## src/rtl/spi_slave_core.sv

```systemverilog
// SPI responder with oversampled SCLK/CS_N/MOSI, all four CPOL/CPHA modes.
// Words are MSB first; back-to-back words allowed under one chip select.
module spi_slave_core #(
   parameter int BITNUM   = 16,
   parameter int SYNC_STG = 2
) (
   input  logic              clk,
   input  logic              rst_n,
   input  logic              CPOL,
   input  logic              CPHA,
   input  logic              SCLK,
   input  logic              CS_N,
   input  logic              MOSI,
   output logic              MISO,
   output logic              MISO_OE,
   input  logic [BITNUM-1:0] tx_data,
   output logic              tx_ack,
   output logic [BITNUM-1:0] rx_data,
   output logic              rx_valid,
   output logic              frame_err,
   output logic              busy
);

   localparam int CW = (BITNUM > 1) ? $clog2(BITNUM) : 1;

   typedef enum logic [1:0] {
      IDLE,
      LOAD,
      ACTIVE
   } state_t;

   state_t state_q, state_d;

   logic [SYNC_STG-1:0] sclk_sync;
   logic [SYNC_STG-1:0] cs_sync;
   logic [SYNC_STG-1:0] mosi_sync;
   logic                s_sclk, s_cs_n, s_mosi;
   logic                sclk_q, cs_q;
   logic                cpol_q, cpha_q;
   logic [CW-1:0]       bit_cnt;
   logic [BITNUM-1:0]   tx_shift;
   logic [BITNUM-1:0]   rx_shift;
   logic                word_done;

   logic sclk_chg, lead, trail;
   logic sample_e, shift_e;
   logic cs_fall, cs_rise;
   logic last_bit;

   // Bring the asynchronous SPI pins into the clk domain
   always_ff @(posedge clk or negedge rst_n) begin
      if (!rst_n) begin
         sclk_sync <= '0;
         cs_sync   <= '1;
         mosi_sync <= '0;
         sclk_q    <= 1'b0;
         cs_q      <= 1'b1;
      end else begin
         sclk_sync <= {sclk_sync[SYNC_STG-2:0], SCLK};
         cs_sync   <= {cs_sync[SYNC_STG-2:0], CS_N};
         mosi_sync <= {mosi_sync[SYNC_STG-2:0], MOSI};
         sclk_q    <= s_sclk;
         cs_q      <= s_cs_n;
      end
   end

   assign s_sclk = sclk_sync[SYNC_STG-1];
   assign s_cs_n = cs_sync[SYNC_STG-1];
   assign s_mosi = mosi_sync[SYNC_STG-1];

   assign sclk_chg = s_sclk ^ sclk_q;
   assign lead     = sclk_chg & (s_sclk != cpol_q);
   assign trail    = sclk_chg & (s_sclk == cpol_q);
   assign sample_e = cpha_q ? trail : lead;
   assign shift_e  = cpha_q ? lead : trail;
   assign cs_fall  = cs_q & ~s_cs_n;
   assign cs_rise  = ~cs_q & s_cs_n;
   assign last_bit = (bit_cnt == CW'(BITNUM - 1));
   assign busy     = (state_q != IDLE);

   // State register
   always_ff @(posedge clk or negedge rst_n) begin
      if (!rst_n) state_q <= IDLE;
      else        state_q <= state_d;
   end

   // Next-state decode; a CS_N rise always takes priority
   always_comb begin
      state_d = state_q;
      unique case (state_q)
         IDLE:    if (cs_fall) state_d = LOAD;
         LOAD:    state_d = cs_rise ? IDLE : ACTIVE;
         ACTIVE:  if (cs_rise) state_d = IDLE;
         default: state_d = IDLE;
      endcase
   end

   // Shift registers, bit counter and the output pulses
   always_ff @(posedge clk or negedge rst_n) begin
      if (!rst_n) begin
         cpol_q    <= 1'b0;
         cpha_q    <= 1'b0;
         bit_cnt   <= '0;
         tx_shift  <= '0;
         rx_shift  <= '0;
         word_done <= 1'b0;
         MISO      <= 1'b0;
         MISO_OE   <= 1'b0;
         tx_ack    <= 1'b0;
         rx_data   <= '0;
         rx_valid  <= 1'b0;
         frame_err <= 1'b0;
      end else begin
         tx_ack    <= 1'b0;
         rx_valid  <= 1'b0;
         frame_err <= 1'b0;
         word_done <= 1'b0;
         if (word_done) begin
            rx_data  <= rx_shift;
            rx_valid <= 1'b1;
         end
         unique case (state_q)
            IDLE: begin
               if (cs_fall) begin
                  cpol_q   <= CPOL;
                  cpha_q   <= CPHA;
                  bit_cnt  <= '0;
                  tx_shift <= tx_data;
                  tx_ack   <= 1'b1;
               end
            end
            LOAD: begin
               if (!cs_rise) begin
                  MISO_OE <= 1'b1;
                  MISO    <= tx_shift[BITNUM-1];
               end
            end
            ACTIVE: begin
               if (cs_rise) begin
                  MISO_OE   <= 1'b0;
                  MISO      <= 1'b0;
                  frame_err <= (bit_cnt != '0);
               end else if (sample_e) begin
                  rx_shift <= {rx_shift[BITNUM-2:0], s_mosi};
                  if (last_bit) begin
                     bit_cnt   <= '0;
                     word_done <= 1'b1;
                     tx_shift  <= tx_data;
                     tx_ack    <= 1'b1;
                  end else begin
                     bit_cnt <= bit_cnt + 1'b1;
                  end
               end else if (shift_e) begin
                  // At bit 0 the MSB of the current word is presented unshifted
                  if (bit_cnt == '0) begin
                     MISO <= tx_shift[BITNUM-1];
                  end else begin
                     tx_shift <= tx_shift << 1;
                     MISO     <= tx_shift[BITNUM-2];
                  end
               end
            end
            default: ;
         endcase
      end
   end

endmodule

```

## config.mk

```make
export PLATFORM = sky130hd
export DESIGN_NAME = spi_slave_core
export DESIGN_NICKNAME = d
export VERILOG_FILES = /design/src/rtl/spi_slave_core.sv
export SDC_FILE = /design/constraint.sdc
export NUM_CORES = 1
export LEC_CHECK = 0
export CORE_ASPECT_RATIO = 1.75
export CORE_MARGIN = 3
export CORE_UTILIZATION = 45
export DETAILED_ROUTE_END_ITERATION = 12
export HOLD_SLACK_MARGIN = 0.03
export PLACE_DENSITY_LB_ADDON = 0.12
export SLEW_MARGIN = 30
export SYNTH_ARGS = -nofsm -noshare
export SYNTH_HDL_FRONTEND = slang
export SYNTH_SLANG_ARGS = --single-unit
```

## constraint.sdc

```tcl
create_clock -name clk -period 5.3 [get_ports clk]
set_input_delay 1.325 -clock clk [delete_from_list [all_inputs] [get_ports clk]]
set_output_delay 1.325 -clock clk [all_outputs]
set_load 0.03 [all_outputs]
```

Word level (Yosys, flattened, before mapping)
Index checks and enable logic that the tools add are counted.
Cells by class
  bitwise operators: 8
  add/subtract/negate cells: 1
  equality and inequality tests: 15
  reduce and logical (&&, ||, !) cells: 13
  muxes and demuxes: 36
Operator list (count)
  $mux W16: 6
  $pmux W16 S2: 1
  $mux W1: 17
  $mux W4: 4
  $ne A3 B3 Y1 const B: 5
  $ne A2 B2 Y1 const B: 5
  $pmux W4 S2: 1
  $reduce_and A4 Y1: 2
  $mux W2: 3
  $pmux W1 S2: 3
  $pmux W2 S3: 1
  $reduce_and A3 Y1: 2
  $reduce_and A6 Y1: 1
  $reduce_bool A2 Y1: 3
  $add A4 B1 Y4 const B: 1
  $and A1 B1 Y1: 4
  $eq A4 B4 Y1 const B: 1
  $logic_not A4 Y1: 1
  $reduce_and A2 Y1: 2
  $reduce_bool A4 Y1: 1
  $not A1 Y1: 3
  $eq A2 B1 Y1 const B: 1
  $eq A2 B2 Y1 const B: 1
  $logic_not A2 Y1: 1
  3 further kinds: 3
Storage, ports and cells
  register bits: 70
  logic and storage cells: 91
  bits of input ports: 23
  output and inout bits: 22

Logic depth before layout (Yosys ltp)
Gate-level depths: netlist (run 1).
  depth after elaboration: 7
  mapped depth: 8
  depth with buffers taken out: 7

Worst setup path before layout (run 1)
OpenSTA, ideal clock, no wires.
  path type: reg-to-output
  from: reg state_q[1]
  to: out busy
  stages on the path, launching flop included: 3
  buffers on the path: 1
  arrival: 929 ps
  setup slack: 3046 ps
  required time: 3975 ps
  cell sequence: dfrtp_1 -> clkbuf_1 -> or2_2
On the way
  cells in the longest elaborated chain, start to end: 1
Ends and longest elaborated chain
  start: declaration: RTL line 32  | state_t state_q, state_d;
  start signal: assignment: RTL line 84  | else state_q <= state_d;
  $reduce_bool A2 Y1: RTL line 79  | assign busy = (state_q != IDLE);
  end: declaration: RTL line 21  | output logic busy
No other way between the ends.

Final worst setup path (run 1)
Ends and elaborated chain as after synthesis.

==> impl_metrics.env, run 1 <==
export IMPL_syn_inst=209
export IMPL_layout_commonest_cell="dfrtp_1"
export IMPL_layout_drive_gt1_share_pct=35.1
export IMPL_hold_slack_ns=0.350
export IMPL_wire_per_inst_um=14.1
export IMPL_cts_resized_gates=0
export IMPL_hold_viol=0
export IMPL_worst_slew_pin_slew_ns=0.871
export IMPL_synth_cell_type_count=36
export IMPL_ys_flop_type="dfrtp_1"
export IMPL_via_per_inst=5.14
export IMPL_ant_nets=0
export IMPL_num_rows=38
export IMPL_status="complete, no violations"
export IMPL_fin_crit_sh_pct=57.9
export IMPL_stdcell_count=339
export IMPL_synth_enable_flop_cells=0
export IMPL_cts_tree="yes"
export IMPL_grt_pass1_vias=1851
export IMPL_fin_setup_tns_ns=0
export IMPL_nFillCells=539
export IMPL_clock_root_buffer="clkbuf_8"
export IMPL_synth_top_area_cell="dfrtp_1"
export IMPL_max_freq_mhz=326
export IMPL_drt_initial_drc_count=88
export IMPL_pwr_density_cell_nw_per_um2=439
export IMPL_startpoint_type="flop"
export IMPL_crit_required_ns=3.97
export IMPL_gp_congestion=0.769
export IMPL_final_nets=279
export IMPL_pin_count=45
export IMPL_fin_worst_skew_ns=0.00903
export IMPL_mostFrequentLayoutCells="dfrtp_1, mux2_2, clkdlybuf4s50_1"
export IMPL_layout_area_seq_um2=1760
export IMPL_antenna_found_initial=0
export IMPL_drt_pass1_iterations=4
export IMPL_io_buffers=44
export IMPL_async_flop_share_pct=100
export IMPL_crit_fanout=12
export IMPL_total_leakage_power_nw=1.64
export IMPL_avgSynthCellArea_um2=14.3
export IMPL_ys_seq_elements=70
export IMPL_holdBufCountCts=0
export IMPL_clock_path_buffers=2
export IMPL_routed_wl_um=4780
export IMPL_finalCriticalPeriod_ns=3.07
export IMPL_cts_max_level=3
export IMPL_clk_pin_slew_worst_paths_ns=0.07
export IMPL_dr_total_vias=1742
export IMPL_slew_headroom_pct=42.0
export IMPL_core_region_area_um2=6320
export IMPL_irDropWorstVdd_mv=0.266
export IMPL_worst_ep_arrival_time_ns=1.74
export IMPL_synthToLayoutAreaGrowth_pct=22.7
export IMPL_grt_overflow_total=0
export IMPL_synth_area_leaders="dfrtp_1, mux2_2, mux2_4"
export IMPL_cts_buffers=9
export IMPL_grt_max_degree=48
export IMPL_cap_violations=0
export IMPL_grt_use_total_pct=14.5
export IMPL_multi_input_area_um2=1150
export IMPL_post_cts_setup_buffers=0
export IMPL_path_class="flop to output pin"
export IMPL_setup_violations=0
export IMPL_maxSlewViolCount=0
export IMPL_yosysTopAreaCellShare_pct=56.1
export IMPL_hp_class="flop to flop"
export IMPL_yosysWarnings=0
export IMPL_yosysSeqAreaShare_pct=58.8
export IMPL_endpoint_kind="output pin"
export IMPL_netlist_area_um2=2990
export IMPL_insertion_delay_ns=0.34
export IMPL_rsz0062_at_grt="no"
export IMPL_die_area_um2=7690
export IMPL_cts_sinks=70
export IMPL_dp_cells=323
export IMPL_die_x_um=67.6
export IMPL_grt_first_pass_wirelength_um=8340
export IMPL_start_util_pct=47.2
export IMPL_drc=0
export IMPL_synth_nets=234
export IMPL_antennaDiodeCount=0
export IMPL_die_h_um=114
export IMPL_dp_hpwl_um=3350
[worst max-delay path: stages, from the launching register on]
cell	delay [ns]
dfrtp_1	0.49
or2_2	0.33
clkdlybuf4s50_1	0.59
[state kept, by name (all words and copies together) (netlist names), 2 cells and up]
signal and flops:
bit_cnt 4, cs_sync 2, mosi_sync 2, rx_data 16, rx_shift 16, sclk_sync 2, state_q 2, tx_shift 16
[report_power, final]
group	leakage [nW]	total (W)	switching [W]	internal [W]
clock network	0.0996	0.000426	0.000183	0.000243
logic	0.641	0.000456	0.000190	0.000266
registers	0.902	0.000725	0.0000812	0.000644
total	1.64	0.00161	0.000454	0.00115
[synth_stat cells (4+ instances only)]
library cell,number
mux2_2,56
clkbuf_1,4
dfrtp_1,67
a21oi_1,5
nand2_1,7
nor3_1,4
nor2_1,4
nand2b_1,4
o21ai_0,8
mux2_4,10
buf_2,4
[final timing paths]
path                                             start                        to  slack, ns  depth (start not counted)
min in group asynchronous                        rst_n    rx_data[9]$_DFFE_PN0P_       0.98                          1
worst min-delay path            sclk_sync[0]$_DFF_PN0_    sclk_sync[1]$_DFF_PN0_       0.35                          0
max in group asynchronous                        rst_n            cs_q$_DFF_PN1_       3.53                          2
worst max register to register  bit_cnt[0]$_DFFE_PN0P_  tx_shift[11]$_DFFE_PN0P_       2.83                          6
worst min register to register  sclk_sync[0]$_DFF_PN0_    sclk_sync[1]$_DFF_PN0_       0.35                          0
worst max-delay path            state_q[1]$_DFFE_PN0P_                      busy       2.23                          2
[area by class of cell]
class,count,share of cell area [%]
clock buffer,13,4.34
sequential,70,47.9
timing repair buffer,45,12.2
tap,80,2.73
inverter,3,0.307
multi-input combinational,125,31.4
clock inverter,3,1.16
[per-stage QoR]
| step | power (W) | utilization [%] | worst slack [ns] | instance area, um2 |
|---|---|---|---|---|
| finish | 0.00161 | 57.9 | 2.23 | 3660 |
| global route | 0.00171 | 57.9 | 2.16 | 3660 |
| CTS | 0.00163 | 57.9 | 2.22 | 3660 |
| detailed placement | 0.00120 | 54.7 | 2.60 | 3460 |
| global placement | 0.00119 | 54.7 | 2.60 | 3460 |
| floorplan | 0.00110 | - | 3.05 | 2990 |
[cell families after synthesis]
kind of cell               Yosys count  synth area share (%)
AOI/OAI and AO/OA                   21                  4.15
xor gates and xnor gates             2                 0.838
adders and majority gates            2                 0.838
buffers and inverters               14                  2.72
DFF                                 70                  58.8
muxes                               67                  26.6
and+or+nand+nor                     33                  6.07
[metal layers]
layer / up-vias / routed length [um] / track usage, %
met1: 874 / 1980 / 16.8
met5: - / 0 / 0
li1: 822 / - / -
met3: 8 / 207 / 3.94
met2: 38 / 2520 / 23.6
met4: 0 / 84 / 8.13
No activity file was read; power rests on OpenSTA's default activity.
==> run 2: changes to the inputs <==
==> constraint.sdc (replaced) <==
create_clock -name clk -period 2.5 [get_ports clk]
set_input_delay 0.625 -clock clk [delete_from_list [all_inputs] [get_ports clk]]
set_output_delay 0.625 -clock clk [all_outputs]
set_load 0.03 [all_outputs]
==> run 2 against run 1 <==
Sequential power grew 110%. Design area grew 1.9%. Largest cell class unchanged. Sequential share of layout area shrank 0.88 points. First-iteration DRC count shrank 44%. Non-clock buffer count grew 5. Utilization grew 1.1 points. Highest routed layer unchanged. Combinational power grew 120%. Via count grew 1.1%. Die area is the same. Largest power group unchanged. Critical path type unchanged. Clock power grew 130%. Routed wire length grew 2.5%. Sequential cell count is the same.
==> impl_metrics.env, run 2 (synthesis gave the netlist of run 1 again) <==
export IMPL_status="complete, no violations"
export IMPL_cts_sinks=70
export IMPL_fin_crit_sh_pct=94.6
export IMPL_maxSlewViolCount=0
export IMPL_highest_layer="met4"
export IMPL_total_leakage_power_nw=1.68
export IMPL_critPathSlowestCell="clkdlybuf4s50_1"
export IMPL_synthToLayoutAreaGrowth_pct=25.0
export IMPL_ant_nets=0
export IMPL_grt_overflow_total=0
export IMPL_core_region_area_um2=6320
export IMPL_slew_headroom_pct=53.3
export IMPL_die_h_um=114
export IMPL_setup_violations=0
export IMPL_dpl_cell_area_um2=3510
export IMPL_crit_fanout=12
export IMPL_dr_total_vias=1761
export IMPL_cts_buffers=9
export IMPL_post_cts_setup_buffers=0
export IMPL_fin_area_um2=3730
export IMPL_cts_resized_gates=0
export IMPL_grt_max_degree=42
export IMPL_grt_first_pass_wirelength_um=8420
export IMPL_hp_class="input pin to async pin"
export IMPL_drc=0
export IMPL_endpoint_kind="output pin"
export IMPL_clk_pin_slew_worst_paths_ns=0.07
export IMPL_layout_drive_gt1_share_pct=36.5
export IMPL_io_buffers=44
export IMPL_multi_input_area_um2=1150
export IMPL_mostFrequentLayoutCells="dfrtp_1, mux2_2, clkdlybuf4s50_1"
export IMPL_clock_root_buffer="clkbuf_8"
export IMPL_dp_worst_setup_slack_ns=0.450
export IMPL_cp_startpoint="state_q[1]$_DFFE_PN0P_"
export IMPL_reg2reg_from="cpol_q$_DFFE_PN0P_"
export IMPL_gp_congestion=0.782
export IMPL_wire_per_inst_um=14.3
export IMPL_cap_violations=0
export IMPL_nFillCells=537
export IMPL_drt_initial_drc_count=49
export IMPL_max_freq_mhz=423
export IMPL_hold_viol=0
export IMPL_startpoint_type="flop"
export IMPL_routed_wl_um=4900
export IMPL_fin_worst_skew_ns=0.00792
export IMPL_layout_area_seq_um2=1760
export IMPL_worst_slew_pin_slew_ns=0.701
export IMPL_via_per_inst=5.13
export IMPL_holdBufCountCts=0
export IMPL_die_area_um2=7690
export IMPL_worst_ep_arrival_time_ns=1.74
export IMPL_num_rows=38
export IMPL_clock_path_buffers=2
export IMPL_grt_use_total_pct=14.7
export IMPL_wl_met2_um=2560
export IMPL_antennaDiodeCount=0
export IMPL_met1_length_um=2010
export IMPL_finalCriticalPeriod_ns=2.37
export IMPL_path_class="flop to output pin"
export IMPL_pwr_density_cell_nw_per_um2=954
export IMPL_wl_met3_um=220
export IMPL_crit_required_ns=1.88
export IMPL_cts_max_level=3
export IMPL_antenna_found_initial=0
export IMPL_final_nets=284
export IMPL_layout_commonest_cell="dfrtp_1"
export IMPL_cts_tree="yes"
export IMPL_grt_pass1_vias=1803
export IMPL_start_util_pct=47.2
export IMPL_fin_setup_tns_ns=0
export IMPL_pin_count=45
export IMPL_dp_hpwl_um=3440
export IMPL_drt_pass1_iterations=4
export IMPL_cp_cell_sequence="or2_2, clkdlybuf4s50_1"
export IMPL_reg_top3="rx_data: 16 flops, rx_shift: 16 flops, tx_shift: 16 flops"
export IMPL_die_x_um=67.6
export IMPL_cp_slowest_stage_delay_ns=0.59
export IMPL_irDropWorstVdd_mv=0.743
export IMPL_insertion_delay_ns=0.33
export IMPL_layout_setup_ws_ns=0.134
export IMPL_rsz0062_at_grt="no"
run 2: cell types whose count changed in the layout (fill, tap and decap cells not counted):
cell,delta
buf_4,+3
buf_12,+1
buf_2,+1
bufinv_16,+1
clkbuf_1,-1
clkinv_2,-1
run 2: per-stage QoR:
stage	utilization, %	total power [W]	hold slack [ns]	std cells
floorplan	-	0.00233	0.329	209
global placement	55.5	0.00257	0.335	328
detailed placement	55.5	0.00259	0.340	328
CTS	59.0	0.00361	0.298	343
global route	59.0	0.00378	0.306	343
finish	59.0	0.00356	0.295	343
run 2: per-layer routing:
metal  global-route usage (%)  vias to the layer above
met5                        0                        -
met1                     17.3                      884
met2                     23.8                       38
met3                     4.83                        8
li1                         -                      831
met4                     6.91                        0
run 2: worst max-delay path: cells and delay by family, from the launching register on:
| family | cells | cell delay (ns) |
|---|---|---|
| buffers and inverters | 1 | 0.59 |
| flip-flops | 1 | 0.49 |
| AND/OR/NAND/NOR | 1 | 0.33 |
run 2: area by class of cell:
cell class,instances,share of cell area (%)
Sequential cell,70,47.0
Multi-Input combinational cell,125,30.8
Timing Repair Buffer,50,13.2
Clock buffer,12,4.16
Tap cell,80,2.68
Clock inverter,3,1.81
Inverter,3,0.302
run 2: final timing paths:
kind	cells past startpoint	slack [ns]	end
setup / recovery	2	0.13	busy
hold / removal	2	0.29	rx_data[5]$_DFFE_PN0P_
setup reg to reg	6	0.44	tx_shift[15]$_DFFE_PN0P_
hold reg to reg	0	0.35	sclk_sync[1]$_DFF_PN0_
max in group asynchronous	2	1.77	cs_sync[1]$_DFF_PN1_
min in group clk	0	0.35	sclk_sync[1]$_DFF_PN0_
run 2: power by group:
part	total, W	switching (W)	internal [W]
Combinational	0.00102	0.000410	0.000607
Sequential	0.00154	0.000178	0.00137
Clock	0.000999	0.000388	0.000611
Total	0.00356	0.000977	0.00258
